`src/rtl/debounce_pkg.sv`:
```
// rtl/debounce_pkg.sv - debouncer state type, default timing constants and a width helper
package debounce_pkg;

  typedef enum logic [1:0] {
    IDLE         = 2'd0,
    PRESS_WAIT   = 2'd1,
    HELD         = 2'd2,
    RELEASE_WAIT = 2'd3
  } db_state_t;

  localparam int DEF_STABLE_TICKS = 20;
  localparam int DEF_REPEAT_DELAY = 500;
  localparam int DEF_REPEAT_RATE  = 100;

  function automatic int max_int(input int a, input int b);
    return (a > b) ? a : b;
  endfunction

endpackage

```
`src/rtl/tick_debounce_if.sv`:
```
// rtl/tick_debounce_if.sv - sampling strobe, raw button and debounced outputs of one button channel
interface tick_debounce_if;

  logic tick;
  logic btn_in;
  logic btn_level;
  logic btn_press;
  logic btn_release;

  modport master (
    output tick, btn_in,
    input  btn_level, btn_press, btn_release
  );

  modport slave (
    input  tick, btn_in,
    output btn_level, btn_press, btn_release
  );

endinterface

```
`src/rtl/sync2.sv`:
```
// rtl/sync2.sv - two-flop synchronizer, asynchronous reset to 0
module sync2 (
  input  logic clk,
  input  logic rst,
  input  logic d,
  output logic q
);

  logic meta;

  always_ff @(posedge clk or posedge rst) begin
    if (rst) begin
      meta <= 1'b0;
      q    <= 1'b0;
    end else begin
      meta <= d;
      q    <= meta;
    end
  end

endmodule

```
`src/rtl/tick_debounce.sv`:
```
// rtl/tick_debounce.sv - tick-sampled push-button debouncer with registered level and press/release strobes
// Optional auto-repeat of btn_press while held: define DEBOUNCE_REPEAT_EN.
module tick_debounce
  import debounce_pkg::*;
#(
  parameter int STABLE_TICKS = DEF_STABLE_TICKS,
  parameter int REPEAT_DELAY = DEF_REPEAT_DELAY,
  parameter int REPEAT_RATE  = DEF_REPEAT_RATE
) (
  input logic            clk,
  input logic            rst,
  tick_debounce_if.slave bus
);

  localparam int            CW       = $clog2(STABLE_TICKS + 1);
  localparam logic [CW-1:0] CNT_ONE  = CW'(1);
  localparam logic [CW-1:0] CNT_LAST = CW'(STABLE_TICKS - 1);
  localparam bit            SINGLE   = (STABLE_TICKS == 1);

  if (STABLE_TICKS < 1 || REPEAT_DELAY < 1 || REPEAT_RATE < 1) begin : g_bad_cfg
    $error("tick_debounce: STABLE_TICKS, REPEAT_DELAY and REPEAT_RATE must all be at least 1");
  end

  db_state_t     state, state_n;
  logic [CW-1:0] cnt, cnt_n;
  logic          level_r, level_n;
  logic          press_r, press_n;
  logic          release_r, release_n;
  logic          accept_press, accept_release;
  logic          s;

`ifdef DEBOUNCE_REPEAT_EN
  localparam int            RW         = $clog2(max_int(REPEAT_DELAY, REPEAT_RATE) + 1);
  localparam logic [RW-1:0] DELAY_LAST = RW'(REPEAT_DELAY - 1);
  localparam logic [RW-1:0] RATE_LAST  = RW'(REPEAT_RATE - 1);

  logic [RW-1:0] rcnt, rcnt_n;
  logic          fired, fired_n;
  logic          rep_hit;

  // The first repeat waits the long delay, later ones the shorter rate.
  assign rep_hit = (rcnt == (fired ? RATE_LAST : DELAY_LAST));
`endif

  sync2 u_sync (
    .clk (clk),
    .rst (rst),
    .d   (bus.btn_in),
    .q   (s)
  );

  always_ff @(posedge clk or posedge rst) begin
    if (rst) begin
      state     <= IDLE;
      cnt       <= '0;
      level_r   <= 1'b0;
      press_r   <= 1'b0;
      release_r <= 1'b0;
`ifdef DEBOUNCE_REPEAT_EN
      rcnt      <= '0;
      fired     <= 1'b0;
`endif
    end else begin
      state     <= state_n;
      cnt       <= cnt_n;
      level_r   <= level_n;
      press_r   <= press_n;
      release_r <= release_n;
`ifdef DEBOUNCE_REPEAT_EN
      rcnt      <= rcnt_n;
      fired     <= fired_n;
`endif
    end
  end

  always_comb begin
    state_n        = state;
    cnt_n          = cnt;
    level_n        = level_r;
    press_n        = 1'b0;
    release_n      = 1'b0;
    accept_press   = 1'b0;
    accept_release = 1'b0;
`ifdef DEBOUNCE_REPEAT_EN
    rcnt_n         = rcnt;
    fired_n        = fired;
`endif
    if (bus.tick) begin
      case (state)
        IDLE: begin
          if (s) begin
            if (SINGLE) begin
              accept_press = 1'b1;
            end else begin
              state_n = PRESS_WAIT;
              cnt_n   = CNT_ONE;
            end
          end
        end
        PRESS_WAIT: begin
          if (!s) begin
            state_n = IDLE;
            cnt_n   = '0;
          end else if (cnt == CNT_LAST) begin
            accept_press = 1'b1;
          end else begin
            cnt_n = cnt + CNT_ONE;
          end
        end
        HELD: begin
          if (!s) begin
            if (SINGLE) begin
              accept_release = 1'b1;
            end else begin
              state_n = RELEASE_WAIT;
              cnt_n   = CNT_ONE;
            end
          end
`ifdef DEBOUNCE_REPEAT_EN
          else if (rep_hit) begin
            press_n = 1'b1;
            rcnt_n  = '0;
            fired_n = 1'b1;
          end else begin
            rcnt_n = rcnt + RW'(1);
          end
`endif
        end
        RELEASE_WAIT: begin
          // A bounce back to 1 resumes HELD silently; the repeat timer keeps its place.
          if (s) begin
            state_n = HELD;
            cnt_n   = '0;
          end else if (cnt == CNT_LAST) begin
            accept_release = 1'b1;
          end else begin
            cnt_n = cnt + CNT_ONE;
          end
        end
        default: begin
          state_n = IDLE;
          cnt_n   = '0;
        end
      endcase

      if (accept_press) begin
        state_n = HELD;
        level_n = 1'b1;
        press_n = 1'b1;
        cnt_n   = '0;
`ifdef DEBOUNCE_REPEAT_EN
        rcnt_n  = '0;
        fired_n = 1'b0;
`endif
      end
      if (accept_release) begin
        state_n   = IDLE;
        level_n   = 1'b0;
        release_n = 1'b1;
        cnt_n     = '0;
      end
    end
  end

  assign bus.btn_level   = level_r;
  assign bus.btn_press   = press_r;
  assign bus.btn_release = release_r;

endmodule

```
`src/flat_wrapper.sv`:
```
// flat-port wrapper written by rule: the top's interface ports become plain ports
module tick_debounce_flat import debounce_pkg::*;
#(
  parameter int STABLE_TICKS = DEF_STABLE_TICKS,
  parameter int REPEAT_DELAY = DEF_REPEAT_DELAY,
  parameter int REPEAT_RATE  = DEF_REPEAT_RATE
)
  (clk, rst, bus_tick, bus_btn_in, bus_btn_level, bus_btn_press, bus_btn_release);
  tick_debounce_if bus_i ();
  input logic clk;
  input logic rst;
  input wire logic [$bits(bus_i.tick)-1:0] bus_tick;
  input wire logic [$bits(bus_i.btn_in)-1:0] bus_btn_in;
  output wire logic [$bits(bus_i.btn_level)-1:0] bus_btn_level;
  output wire logic [$bits(bus_i.btn_press)-1:0] bus_btn_press;
  output wire logic [$bits(bus_i.btn_release)-1:0] bus_btn_release;
  assign bus_i.tick = bus_tick;
  assign bus_i.btn_in = bus_btn_in;
  assign bus_btn_level = bus_i.btn_level;
  assign bus_btn_press = bus_i.btn_press;
  assign bus_btn_release = bus_i.btn_release;
  tick_debounce #(.STABLE_TICKS(STABLE_TICKS), .REPEAT_DELAY(REPEAT_DELAY), .REPEAT_RATE(REPEAT_RATE)) u_core (.clk(clk), .rst(rst), .bus(bus_i));
endmodule
```
`config.mk`:
```
export PLATFORM = sky130hd
export DESIGN_NAME = tick_debounce_flat
export DESIGN_NICKNAME = d
export VERILOG_FILES = /design/src/rtl/debounce_pkg.sv /design/src/rtl/tick_debounce_if.sv /design/src/rtl/sync2.sv /design/src/rtl/tick_debounce.sv /design/src/flat_wrapper.sv
export SDC_FILE = /design/constraint.sdc
export NUM_CORES = 1
export LEC_CHECK = 0
export CAP_MARGIN = 30
export CORE_MARGIN = 5
export CORE_UTILIZATION = 26
export CTS_CLUSTER_DIAMETER = 50
export DETAILED_ROUTE_END_ITERATION = 10
export GPL_TIMING_DRIVEN = 0
export PLACE_DENSITY = 0.47
export SLEW_MARGIN = 10
export SYNTH_ARGS = -nofsm -noshare
export SYNTH_HDL_FRONTEND = slang
export SYNTH_SLANG_ARGS = --single-unit
```
`constraint.sdc`:
```
create_clock -name clk -period 1.7 [get_ports clk]
set_input_delay 0.34 -clock clk [delete_from_list [all_inputs] [get_ports clk]]
set_output_delay 0.34 -clock clk [all_outputs]
set_load 0.02 [all_outputs]
```
==> flow_metrics.env, run 1 <==
export IMPL_dp_hpwl_um=692
export IMPL_path_buf_inv=0
export IMPL_syn2layout_area_growth_pct=23.4
export IMPL_drtAntennaViolNets=0
export IMPL_avgRoutedWirePerCell_um=10.9
export IMPL_hp_class="register to register"
export IMPL_row_count=16
export IMPL_critical_path_required_ns=1.86
export IMPL_cp_depth=4
export IMPL_status="completed"
export IMPL_nNetsFinal=64
export IMPL_htreeDepth=1
export IMPL_hold_viol_final=0
export IMPL_worstPathArrival_ns=1.73
export IMPL_slew_viol_final=0
export IMPL_multi_input_area_sq_um=240
export IMPL_die_area_sq_um=3160
export IMPL_reg2reg_depth=4
export IMPL_synth_seq_area_share_pct=54.1
export IMPL_drive_above_1_share_pct=15.5
export IMPL_grt_max_degree=13
export IMPL_ys_ff_latch=12
export IMPL_slowest_delay_ns=0.41
export IMPL_clkSlewWorstSetupHoldPaths_ns=0.07
export IMPL_pre_cts_ws_ns=0.130
export IMPL_grt_pass1_vias=375
export IMPL_endpoint_kind="register"
export IMPL_core_area_sq_um=2000
export IMPL_hold_buffers=0
export IMPL_rsz0062_at_grt="no"
export IMPL_period_needed_ns=1.57
export IMPL_crit_family="simple AND/OR/NAND/NOR gates"
export IMPL_viasPerCell=4.61
export IMPL_slew_headroom_pct=70.0
export IMPL_power_total_w=0.000784
export IMPL_cts_tree="built"
export IMPL_fin_worst_skew_ns=0.00293
export IMPL_cts_sinks=12
export IMPL_fin_ws_ns=0.130
export IMPL_final_cells=85
export IMPL_n_antenna_cell=0
export IMPL_grt_first_pass_wirelength_mm=1.73
export IMPL_max_freq_mhz=637
export IMPL_grt_overflow=0
export IMPL_vias=392
export IMPL_yosysWarningCount=0
export IMPL_dieHeight_um=56.2
export IMPL_post_cts_buffers=0
export IMPL_io_buffers=6
export IMPL_fin_tns_setup_ns=0
export IMPL_cts_max_path_buffers=2
export IMPL_critPathLaunchType="register"
export IMPL_clock_latency_ns=0.27
export IMPL_root_buffer="clkbuf_4"
export IMPL_maxCapViolCount=0
export IMPL_crit_slowest_cell="dfrtp_1"
export IMPL_ys_types=26
export IMPL_postLayoutCellArea_sq_um=686
export IMPL_dr_pass1_iters=4
export IMPL_io_pins=7
export IMPL_p_leak_nw=0.295
export IMPL_path_cells="ha_1, and4bb_2, nand3_1, mux2_2"
export IMPL_drc=0
export IMPL_cts_resized=0
export IMPL_die_w_um=56.2
export IMPL_cts_buffers=3
export IMPL_peakVddDrop_mv=0.460
export IMPL_postPlaceCellArea_sq_um=649
export IMPL_antenna_found_initial=0
export IMPL_initial_utilization_pct=27.8
export IMPL_syn_num_nets=53
export IMPL_crit_type="register to register"
export IMPL_syn_inst=48
export IMPL_track_usage_pct=7.16
export IMPL_fill_cells=223
export IMPL_path_max_fanout=5
export IMPL_place_inst=81
export IMPL_seq_area_sq_um=300
export IMPL_worstHoldPathCells=0
export IMPL_drt_total_wl_um=925
export IMPL_avgSynthCellArea_sq_um=11.6
export IMPL_worst_pin_slew_ns=0.449
export IMPL_gp_congestion=0.656
export IMPL_synth_area_sq_um=556
export IMPL_powerDensity_nw_per_um2=1140
export IMPL_drtIter0Drc=6
export IMPL_finalSetupViolations=0
export IMPL_period_share_pct=92.3
-- power by group --
part           internal [W]  total [W]  switching, W
Clock              0.000130   0.000221     0.0000905
Sequential         0.000332   0.000369     0.0000373
Combinational     0.0000964   0.000194     0.0000981
Total              0.000558   0.000784      0.000226
-- state kept, by name (all words and copies together), names as in the netlist --
| name | flops |
|---|---|
| u_core.bus.btn_release | 1 |
| u_core.bus.btn_level | 1 |
| u_core.state | 2 |
| u_core.cnt | 5 |
| u_core.u_sync.meta | 1 |
| u_core.u_sync.q | 1 |
| u_core.bus.btn_press | 1 |
-- stage by stage --
stage | hold slack, ns | util (%)
2_1_floorplan | 0.205 | -
3_3_place_gp | 0.336 | 32.4
3_5_place_dp | 0.337 | 32.4
4_1_cts | 0.354 | 34.3
5_1_grt | 0.360 | 34.3
6_report | 0.351 | 34.3
-- final timing paths --
| check | start | to | slack [ns] |
|---|---|---|---|
| setup / recovery | u_core.cnt[0] | u_core.state[1] | 0.13 |
| hold / removal | u_core.u_sync.meta | u_core.u_sync.q | 0.35 |
| setup reg to reg | u_core.cnt[0] | u_core.state[1] | 0.13 |
| hold reg to reg | u_core.u_sync.meta | u_core.u_sync.q | 0.35 |
| max in group asynchronous | rst | u_core.bus.btn_level | 1.02 |
| min in group asynchronous | rst | u_core.cnt[2] | 0.37 |
-- cells in the final DEF (no fill, tap or decap), types with 2 or more instances in the layout --
cell type / instances
a31oi_1: 3
and3_1: 2
inv_1: 2
clkbuf_4: 4
clkdlybuf4s50_1: 6
o21ai_0: 5
a22o_1: 3
nor3b_1: 2
dfrtp_1: 12
-- synthesized netlist by cell type --
master / n / share of area, %
a22o_1: 3 / 4.7
a31oi_1: 3 / 3.4
a41oi_1: 1 / 1.6
and2b_1: 1 / 1.4
and3_1: 2 / 2.3
and4bb_2: 1 / 2.3
clkbuf_4: 1 / 1.4
dfrtp_1: 12 / 54
ha_1: 1 / 2.3
inv_1: 2 / 1.4
mux2_2: 1 / 2.0
nand2_1: 1 / 0.68
nand2b_1: 1 / 1.1
nand3_1: 1 / 0.90
nor2_1: 1 / 0.68
nor2b_1: 1 / 1.1
nor3_2: 1 / 1.8
nor3b_1: 2 / 2.7
o211ai_1: 1 / 1.4
o21a_1: 1 / 1.4
o21a_2: 1 / 1.6
o21ai_0: 5 / 4.5
o22ai_1: 1 / 1.1
or2b_1: 1 / 1.4
or3b_1: 1 / 1.6
xor2_1: 1 / 1.6
-- kinds of logic after synthesis --
logic type	synth area share, %
adders and majority gates	2.25
buffers and inverters	2.70
AOI/OAI and AO/OA	19.6
muxes	2.03
xor gates and xnor gates	1.58
DFF	54.1
and+or+nand+nor	17.8
-- area by class of cell --
cell class	instances	area share (%)
well taps	27	4.93
multi-input cells	33	35.0
clock buffers	4	5.29
repair buffers	6	8.76
inverters	2	1.09
flip-flops and latches	12	43.8
plain buffers	1	1.09
-- per-layer routing --
layer	global-route usage (%)	part of all wire, %
met1	9.10	50
met2	10.0	43
met3	4.41	6.9
met4	2.03	0
met5	0	0
Power figures use the tool's default switching activity.
==> run 2, diff against run 1 <==
Settings changed: GPL_ROUTABILITY_DRIVEN from default to 0, SLEW_MARGIN 10 to 20.
==> results of run 2 <==
Final layout, timing and power as in run 1 (identical DEF).
